$ cat config.mk
export PLATFORM = sky130hd
export DESIGN_NAME = hvac_zone_controller_flat
export DESIGN_NICKNAME = d
export VERILOG_FILES = /design/src/rtl/hvac_zone_if.sv /design/src/rtl/hvac_zone_controller.sv /design/src/flat_wrapper.sv
export SDC_FILE = /design/constraint.sdc
export NUM_CORES = 1
export LEC_CHECK = 0
export CAP_MARGIN = 20
export CORE_ASPECT_RATIO = 1.5
export CORE_MARGIN = 1.5
export CORE_UTILIZATION = 40
export CTS_CLUSTER_SIZE = 20
export DETAILED_ROUTE_END_ITERATION = 12
export SYNTH_ARGS = -nofsm -noshare
export SYNTH_HDL_FRONTEND = slang
export SYNTH_SLANG_ARGS = --single-unit
$ cat constraint.sdc
create_clock -name clk -period 10.55 [get_ports clk]
set_input_delay 2.11 -clock clk [delete_from_list [all_inputs] [get_ports clk]]
set_output_delay 2.11 -clock clk [all_outputs]
set_load 0.05 [all_outputs]
$ cat src/rtl/hvac_zone_if.sv
// Zone bus between the sensor sampler / supervisor side (master) and the
// heat/cool controller (slave). Clock and reset are kept as plain ports on
// the modules that use this interface.
interface hvac_zone_if #(
  parameter int TEMP_W = 8,
  parameter int TOL_W  = 4
);
  // Supervisor / sampler side
  logic [1:0]        mode;            // 00 OFF, 01 HEAT_ONLY, 10 COOL_ONLY, 11 AUTO
  logic [TEMP_W-1:0] current_temp;
  logic [TEMP_W-1:0] desired_temp;
  logic [TOL_W-1:0]  temp_tolerance;
  logic              sensor_valid;
  logic              fault_clr;

  // Relay drives and status
  logic              heater_on;
  logic              cooler_on;
  logic              fan_on;
  logic              fault;
  logic [4:0]        state_o;         // one-hot {FAULT,LOCKOUT,COOLING,HEATING,IDLE}

  modport master (
    output mode, current_temp, desired_temp, temp_tolerance, sensor_valid, fault_clr,
    input  heater_on, cooler_on, fan_on, fault, state_o
  );

  modport slave (
    input  mode, current_temp, desired_temp, temp_tolerance, sensor_valid, fault_clr,
    output heater_on, cooler_on, fan_on, fault, state_o
  );
endinterface

$ cat src/rtl/hvac_zone_controller.sv
// Single-zone heat/cool controller: mode select, saturating hysteresis
// thresholds, minimum-on and post-off lockout dwell, sensor-stale watchdog
// and latched fault. Relay drives are decoded straight from the state register.
//
// Build option: define HVAC_FAN_POSTRUN_EN to keep the fan running for
// FAN_POSTRUN_CYC cycles after heating/cooling stops. Without it the fan
// simply follows the heater/cooler drives.
module hvac_zone_controller #(
  parameter int TEMP_W          = 8,
  parameter int TOL_W           = 4,
  parameter int MIN_ON_CYC      = 16,
  parameter int MIN_OFF_CYC     = 8,
  parameter int STALE_CYC       = 4,
  parameter int FAN_POSTRUN_CYC = 10
) (
  input  logic        clk,
  input  logic        reset,
  hvac_zone_if.slave  zone
);

  typedef enum logic [4:0] {
    S_IDLE    = 5'b00001,
    S_HEATING = 5'b00010,
    S_COOLING = 5'b00100,
    S_LOCKOUT = 5'b01000,
    S_FAULT   = 5'b10000
  } state_t;

  // One dwell counter serves both the min-on and the lockout timers, so it is
  // sized for the longer of the two.
  localparam int DWELL_MAX = (MIN_ON_CYC > MIN_OFF_CYC) ? MIN_ON_CYC : MIN_OFF_CYC;
  localparam int DWELL_W   = $clog2(DWELL_MAX + 1);
  localparam int STALE_W   = $clog2(STALE_CYC + 1);

  localparam logic [DWELL_W-1:0] ON_LIM    = DWELL_W'(MIN_ON_CYC);
  localparam logic [DWELL_W-1:0] OFF_LIM   = DWELL_W'(MIN_OFF_CYC);
  localparam logic [STALE_W-1:0] STALE_LIM = STALE_W'(STALE_CYC);

  state_t             r_state;
  state_t             w_state_nxt;
  logic [DWELL_W-1:0] r_dwell;
  logic [DWELL_W-1:0] w_dwell_nxt;
  logic [STALE_W-1:0] r_stale;
  logic [STALE_W-1:0] w_stale_nxt;
  logic               w_stale_trip;

  logic               w_heat_ok;
  logic               w_cool_ok;
  logic               w_active;
  logic [TEMP_W:0]    w_heat_diff;
  logic [TEMP_W:0]    w_cool_sum;
  logic [TEMP_W-1:0]  w_heat_thr;
  logic [TEMP_W-1:0]  w_cool_thr;

  assign w_heat_ok = zone.mode[0];
  assign w_cool_ok = zone.mode[1];

  // Thresholds are formed one bit wider so the carry/borrow shows up in the
  // top bit; that bit selects the clamp instead of letting the value wrap.
  assign w_heat_diff = {1'b0, zone.desired_temp} - (TEMP_W+1)'(zone.temp_tolerance);
  assign w_cool_sum  = {1'b0, zone.desired_temp} + (TEMP_W+1)'(zone.temp_tolerance);
  assign w_heat_thr  = w_heat_diff[TEMP_W] ? '0 : w_heat_diff[TEMP_W-1:0];
  assign w_cool_thr  = w_cool_sum[TEMP_W]  ? '1 : w_cool_sum[TEMP_W-1:0];

  // Stale watchdog: count consecutive invalid samples, saturating at the trip level.
  assign w_stale_nxt  = zone.sensor_valid       ? '0      :
                        (r_stale == STALE_LIM)  ? r_stale :
                                                  r_stale + 1'b1;
  assign w_stale_trip = (w_stale_nxt == STALE_LIM);

  // Next-state selection: stale fault first, then mode override, then temperature.
  always_comb begin
    // NOTE: every signal written here gets a default first, so no path can leave
    // it unassigned and infer a latch.
    w_state_nxt = r_state;
    if (w_stale_trip) begin
      w_state_nxt = S_FAULT;
    end else begin
      case (r_state)
        S_IDLE: begin
          if (zone.sensor_valid) begin
            if (w_heat_ok && (zone.current_temp < w_heat_thr)) begin
              w_state_nxt = S_HEATING;
            end else if (w_cool_ok && (zone.current_temp > w_cool_thr)) begin
              w_state_nxt = S_COOLING;
            end
          end
        end
        S_HEATING: begin
          // A mode change cuts the run short regardless of the min-on dwell.
          if (!w_heat_ok) begin
            w_state_nxt = S_LOCKOUT;
          end else if (zone.sensor_valid && (r_dwell == ON_LIM) &&
                       (zone.current_temp >= zone.desired_temp)) begin
            w_state_nxt = S_LOCKOUT;
          end
        end
        S_COOLING: begin
          if (!w_cool_ok) begin
            w_state_nxt = S_LOCKOUT;
          end else if (zone.sensor_valid && (r_dwell == ON_LIM) &&
                       (zone.current_temp <= zone.desired_temp)) begin
            w_state_nxt = S_LOCKOUT;
          end
        end
        S_LOCKOUT: begin
          // Actuator rest period: temperature and mode are deliberately ignored.
          if (r_dwell == OFF_LIM) begin
            w_state_nxt = S_IDLE;
          end
        end
        S_FAULT: begin
          if (zone.fault_clr && zone.sensor_valid) begin
            w_state_nxt = S_LOCKOUT;
          end
        end
        default: w_state_nxt = S_IDLE;
      endcase
    end
  end

  // Dwell counter: loads 1 on entry to a timed state, then counts up and holds at its limit.
  always_comb begin
    w_dwell_nxt = '0;
    if (w_state_nxt != r_state) begin
      if ((w_state_nxt == S_HEATING) || (w_state_nxt == S_COOLING) ||
          (w_state_nxt == S_LOCKOUT)) begin
        w_dwell_nxt = DWELL_W'(1);
      end
    end else begin
      case (r_state)
        S_HEATING, S_COOLING: w_dwell_nxt = (r_dwell == ON_LIM)  ? r_dwell : r_dwell + 1'b1;
        S_LOCKOUT:            w_dwell_nxt = (r_dwell == OFF_LIM) ? r_dwell : r_dwell + 1'b1;
        default:              w_dwell_nxt = '0;
      endcase
    end
  end

  // State, dwell and stale registers with synchronous reset.
  always_ff @(posedge clk) begin
    // NOTE: sequential state uses non-blocking assignments so every register
    // samples pre-edge values regardless of statement order.
    if (reset) begin
      r_state <= S_IDLE;
      r_dwell <= '0;
      r_stale <= '0;
    end else begin
      r_state <= w_state_nxt;
      r_dwell <= w_dwell_nxt;
      r_stale <= w_stale_nxt;
    end
  end

  assign w_active       = (r_state == S_HEATING) || (r_state == S_COOLING);
  assign zone.heater_on = (r_state == S_HEATING);
  assign zone.cooler_on = (r_state == S_COOLING);
  assign zone.fault     = (r_state == S_FAULT);
  assign zone.state_o   = r_state;

`ifdef HVAC_FAN_POSTRUN_EN
  localparam int                POST_W   = $clog2(FAN_POSTRUN_CYC + 1);
  localparam logic [POST_W-1:0] POST_LIM = POST_W'(FAN_POSTRUN_CYC);

  logic [POST_W-1:0] r_post;

  // Fan overrun: held at full count while active, so it starts draining on the
  // first cycle after the active state is left; a fault kills it at once.
  always_ff @(posedge clk) begin
    if (reset) begin
      r_post <= '0;
    end else if (w_state_nxt == S_FAULT) begin
      r_post <= '0;
    end else if (w_active) begin
      r_post <= POST_LIM;
    end else if (r_post != '0) begin
      r_post <= r_post - 1'b1;
    end
  end

  assign zone.fan_on = w_active || (r_post != '0);
`else
  logic w_unused_postrun;
  assign w_unused_postrun = (FAN_POSTRUN_CYC > 0);
  assign zone.fan_on      = w_active;
`endif

endmodule

$ cat src/flat_wrapper.sv
// flat-port wrapper written by rule: the top's interface ports become plain ports
module hvac_zone_controller_flat 
#(
  parameter int TEMP_W          = 8,
  parameter int TOL_W           = 4,
  parameter int MIN_ON_CYC      = 16,
  parameter int MIN_OFF_CYC     = 8,
  parameter int STALE_CYC       = 4,
  parameter int FAN_POSTRUN_CYC = 10
)
  (clk, reset, zone_mode, zone_current_temp, zone_desired_temp, zone_temp_tolerance, zone_sensor_valid, zone_fault_clr, zone_heater_on, zone_cooler_on, zone_fan_on, zone_fault, zone_state_o);
  hvac_zone_if #(.TEMP_W(TEMP_W), .TOL_W(TOL_W)) zone_i ();
  input  logic clk;
  input  logic reset;
  input wire logic [$bits(zone_i.mode)-1:0] zone_mode;
  input wire logic [$bits(zone_i.current_temp)-1:0] zone_current_temp;
  input wire logic [$bits(zone_i.desired_temp)-1:0] zone_desired_temp;
  input wire logic [$bits(zone_i.temp_tolerance)-1:0] zone_temp_tolerance;
  input wire logic [$bits(zone_i.sensor_valid)-1:0] zone_sensor_valid;
  input wire logic [$bits(zone_i.fault_clr)-1:0] zone_fault_clr;
  output wire logic [$bits(zone_i.heater_on)-1:0] zone_heater_on;
  output wire logic [$bits(zone_i.cooler_on)-1:0] zone_cooler_on;
  output wire logic [$bits(zone_i.fan_on)-1:0] zone_fan_on;
  output wire logic [$bits(zone_i.fault)-1:0] zone_fault;
  output wire logic [$bits(zone_i.state_o)-1:0] zone_state_o;
  assign zone_i.mode = zone_mode;
  assign zone_i.current_temp = zone_current_temp;
  assign zone_i.desired_temp = zone_desired_temp;
  assign zone_i.temp_tolerance = zone_temp_tolerance;
  assign zone_i.sensor_valid = zone_sensor_valid;
  assign zone_i.fault_clr = zone_fault_clr;
  assign zone_heater_on = zone_i.heater_on;
  assign zone_cooler_on = zone_i.cooler_on;
  assign zone_fan_on = zone_i.fan_on;
  assign zone_fault = zone_i.fault;
  assign zone_state_o = zone_i.state_o;
  hvac_zone_controller #(.TEMP_W(TEMP_W), .TOL_W(TOL_W), .MIN_ON_CYC(MIN_ON_CYC), .MIN_OFF_CYC(MIN_OFF_CYC), .STALE_CYC(STALE_CYC), .FAN_POSTRUN_CYC(FAN_POSTRUN_CYC)) u_core (.clk(clk), .reset(reset), .zone(zone_i));
endmodule
==> summary.txt <==
Status
  – Result of the run: finished, final reports clean

Clock tree
  – Number of H-tree branching levels: 1
  – Max clock buf depth: 2
  – Post-CTS setup buffer count: 0
  – Clock transition at the registers of the reported paths: 0.06 ns
  – Sinks on Clock Net: 13
  – Library cell used as clock root buffer: sky130_fd_sc_hd__clkbuf_8
  – Clock latency reported for the late side of the worst-skew pair: between 0.2 and 0.25 ns
  – Clock tree from TritonCTS: done
  – Number of buffers created by CTS: 3
  – # resized after CTS: 0
  – Number of hold buffers added after cts: 0

Finish
  – Most used cells in the layout excluding fill and tap cells: 35 x sky130_fd_sc_hd__ha_1, 34 x sky130_fd_sc_hd__clkdlybuf4s50_1, 25 x sky130_fd_sc_hd__nor2_1
  – Inserted Diodes: 0
  – Post-layout util: around half
  – Most common library cell in the layout ignoring fill and taps: sky130_fd_sc_hd__ha_1
  – Number of nets at the end of the flow: 349
  – Fraction of layout instances using a drive strength above 1: roughly 6.0%
  – Layout overhead on the synthesized area: 21.9%
  – Non-Filler Instances: 351

Logic synthesis
  – Post-synthesis sequential area ratio: about an eighth
  – Synth warn: 0
  – Flops & latches, synth: 13
  – EDFF count, synth: 0
  – Synthesized area per cell: approximately 7.9 sq um
  – Flip-flop cell with the highest count after synthesis: sky130_fd_sc_hd__dfxtp_1
  – Netlist area before placement: roughly 2000 sq um
  – Count of different cell masters after synthesis: 54
  – Proportion of synthesized flip-flops having asynchronous set or reset: 0%
  – Post-synthesis net count: 315
  – Cells after Synth: 252

STA
  – Largest clock skew in the final design: roughly 0.0032 ns
  – Final Cycle Share: 54.8%
  – Number of hold-slack violations in the final timing report: 0
  – Worst slew margin relative to its limit: between 60% and 70%
  – RSZ-0062 raised after global routing: no
  – Slew Limit Fails: 0
  – Sum of negative setup slack: 0 ns
  – Max Clock Freq: around 0.17 GHz
  – Slack of the critical path: around 4.8 ns
  – Number of setup violations in the final report: 0
  – Post-route minimum period: about 5.8 ns
  – Transition time at the pin with the least slew margin: roughly 0.60 ns

Pwr
  – Relative contribution of combinational cells to total power: about half
  – Fraction of power consumed by the clock network: ~22%
  – Cell Int Power: roughly 0.00012 W
  – Maximum VDD drop: roughly 0.000032 V
  – Proportion of power drawn by flip-flops and latches: 27.0%
  – Switching part of the total: between 30% and 40%
  – Total power density per cell area: 82.6 nW/um^2
  – NetSw: 0.0000779 W
  – Standby leakage power: roughly 1.0 nW

Min path
  – Path category of the worst min-delay check: flip-flop to flip-flop
  – Hold_sp: u_core.r_stale[2]$_SDFF_PP0_
  – Hold path cells: 1

Global routing
  – Initial antenna violation count: 0
  – First-pass GRT wire length: about 8 mm
  – Aggregate global-route resource usage: roughly a fifth
  – Via count of the first global-routing pass: 1,836
  – Maximum number of pins on one net before global-route repair: 14
  – Gr ovfl total: 0

Worst setup path
  – Highest fanout seen on the critical path: 4
  – Cell Chain, Critical Path: clkdlybuf4s50_1, inv_1, ha_1, inv_1, o21bai_1, a21o_1, a211o_1, nor3_1, mux2i_1, ha_1, nand4_1, a211oi_1, nor4_1, o31ai_4, or3b_1, a21o_1, nand2_1, nor4b_2
  – Type of element launching the critical path: primary input
  – Count of buffering cells on the critical path with inverters included: 3
  – Cell with the largest stage delay on the worst path: sky130_fd_sc_hd__clkdlybuf4s50_1
  – Critical Path Stages: 18
  – Launching point of the worst reg2reg path: u_core.r_dwell[0]$_SDFFE_PP0P_
  – Launch point of the worst path: zone_temp_tolerance[1]
  – Largest stage delay, worst path: approximately 0.58 ns
  – Worst path top cell family by delay: simple AND/OR/NAND/NOR gates
  – Required time of the critical path: 10.65 ns
  – Data arrival time of the critical path: just under 6 ns
  – Number of cell instances on the worst register-to-register path: 9
  – Critical Path Sink Type: flip-flop
  – Class of the most critical setup path: primary input to flip-flop

Floorplanning
  – Area of the placeable core: between 4000 and 5000 sq um
  – Count of pins on the block boundary: 35
  – Die ar.: 5390 sq um
  – Count of standard-cell rows: 31
  – Die W: approximately 60 um
  – Initial standard-cell utilization of the core: ~40%
  – DIE HEIGHT: between 80 and 90 um

Placement
  – Total half-perimeter wirelength after legalization and detailed placement: about 4.2 mm
  – # port buffers: 34
  – Number of cells after detailed placement: 347
  – Placer's final routability congestion estimate: about 0.85
  – Pre-CTS WS: about 4.5 ns

Drt
  – Drt total wl: around 4.8 mm
  – Residual antenna-violating net count after detailed routing: 0
  – Via count: approximately 1,900
  – Residual DRC: 0
  – Initial DRC count: about 100
  – Via-to-Cell Ratio: 5.42
  – 1st-pass router iterations: 4
  – Routed wirelength normalized by instance count: 13.6 um

Run
  – MaxCap Viol Count: 0
-- per-layer routing --
metal	vias up	part of all wire [%]	track usage [%]
met5	-	0	0
met4	0	2.9	6.92
met3	11	2.0	0.579
met2	41	56	40.0
met1	874	39	20.1
li1	977	-	-
-- worst reg2reg max path: cells and delay by family, from the launching register on --
kind | cells | cell delay [ns]
compound gates | 1 | 0.29
fa+ha+maj | 1 | 0.20
buf+inv | 1 | 0.08
flops | 1 | 0.36
mux | 1 | 0.30
simple gates | 5 | 1.25
-- power groups by stage --
stage | Combinational (W) | Clock, W | Sequential (W)
2_1_floorplan | 0.0000670 | 0 | 0.0000578
4_1_cts | 0.000101 | 0.0000449 | 0.0000539
6_report | 0.000101 | 0.0000446 | 0.0000538
3_5_place_dp | 0.000101 | 0 | 0.0000549
3_3_place_gp | 0.000101 | 0 | 0.0000549
5_1_grt | 0.000112 | 0.0000463 | 0.0000543
-- logic make-up (layout without fill, tap and decap cells) --
logic type,after synthesis,after routing,share of synthesized area (%)
mux,7,7,3.60
flops,13,13,13.1
simple gates,102,102,29.1
compound gates,56,56,19.2
buf+inv,26,59,5.94
xor+xnor,11,11,4.87
fa+ha+maj,37,37,24.1
-- state kept, by name, summed over array words and instances, names as in the netlist --
signal,count
u_core.r_stale,3
u_core.zone.state_o,5
u_core.r_dwell,5
-- through the flow --
| stage | hold WS, ns | cell area [sq um] | total power [W] |
|---|---|---|---|
| final | 0.516 | 2410 | 0.000199 |
| after global routing | 0.572 | 2410 | 0.000213 |
| after CTS | 0.515 | 2410 | 0.000200 |
| after detailed placement | 0.505 | 2370 | 0.000155 |
| after global placement | 0.498 | 2370 | 0.000155 |
| after floorplan | 0.474 | 1980 | 0.000125 |
-- final cells by class --
cell class                      count  area (sq um)
Multi-Input combinational cell    213          1600
Timing Repair Buffer               34           340
Fill cell                         511          2400
Sequential cell                    13           260
Clock buffer                        4          45.0
Tap cell                           66          82.6
Inverter                           21          83.8
-- final timing paths --
path                               endpoint  slack, ns
max          u_core.r_dwell[3]$_SDFFE_PP0P_       4.77
min            u_core.r_stale[2]$_SDFF_PP0_       0.52
max reg2reg  u_core.r_dwell[2]$_SDFFE_PP0P_       7.99
min reg2reg    u_core.r_stale[2]$_SDFF_PP0_       0.52
-- cells in the mapped netlist, types with 2 or more instances --
| master | instances | area, sq um |
|---|---|---|
| sky130_fd_sc_hd__nand3_1 | 10 | 50.1 |
| sky130_fd_sc_hd__nand3b_1 | 5 | 37.5 |
| sky130_fd_sc_hd__nand2b_1 | 3 | 18.8 |
| sky130_fd_sc_hd__o21ai_1 | 3 | 15.0 |
| sky130_fd_sc_hd__dfxtp_1 | 13 | 260 |
| sky130_fd_sc_hd__nor3_1 | 7 | 35.0 |
| sky130_fd_sc_hd__mux2i_1 | 6 | 60.1 |
| sky130_fd_sc_hd__nand2_1 | 23 | 86.3 |
| sky130_fd_sc_hd__clkbuf_1 | 3 | 11.3 |
| sky130_fd_sc_hd__xor2_1 | 4 | 35.0 |
| sky130_fd_sc_hd__and3_1 | 2 | 12.5 |
| sky130_fd_sc_hd__nor2b_1 | 5 | 31.3 |
| sky130_fd_sc_hd__fa_1 | 2 | 40.0 |
| sky130_fd_sc_hd__ha_1 | 35 | 438 |
| sky130_fd_sc_hd__a211oi_1 | 3 | 22.5 |
| sky130_fd_sc_hd__inv_2 | 2 | 7.51 |
| sky130_fd_sc_hd__nor2_1 | 25 | 93.8 |
| sky130_fd_sc_hd__a21oi_1 | 14 | 70.1 |
| sky130_fd_sc_hd__o211ai_1 | 5 | 37.5 |
| sky130_fd_sc_hd__nand4_1 | 6 | 37.5 |
| sky130_fd_sc_hd__o21a_1 | 2 | 15.0 |
| sky130_fd_sc_hd__o21bai_1 | 2 | 15.0 |
| sky130_fd_sc_hd__buf_6 | 2 | 22.5 |
| sky130_fd_sc_hd__nor4b_2 | 4 | 60.1 |
| sky130_fd_sc_hd__a31oi_1 | 4 | 25.0 |
| sky130_fd_sc_hd__a21o_1 | 4 | 30.0 |
| sky130_fd_sc_hd__xnor2_1 | 7 | 61.3 |
| sky130_fd_sc_hd__o21ai_0 | 8 | 40.0 |
| sky130_fd_sc_hd__inv_1 | 18 | 67.6 |
No activity file was read; power rests on OpenSTA's default activity.
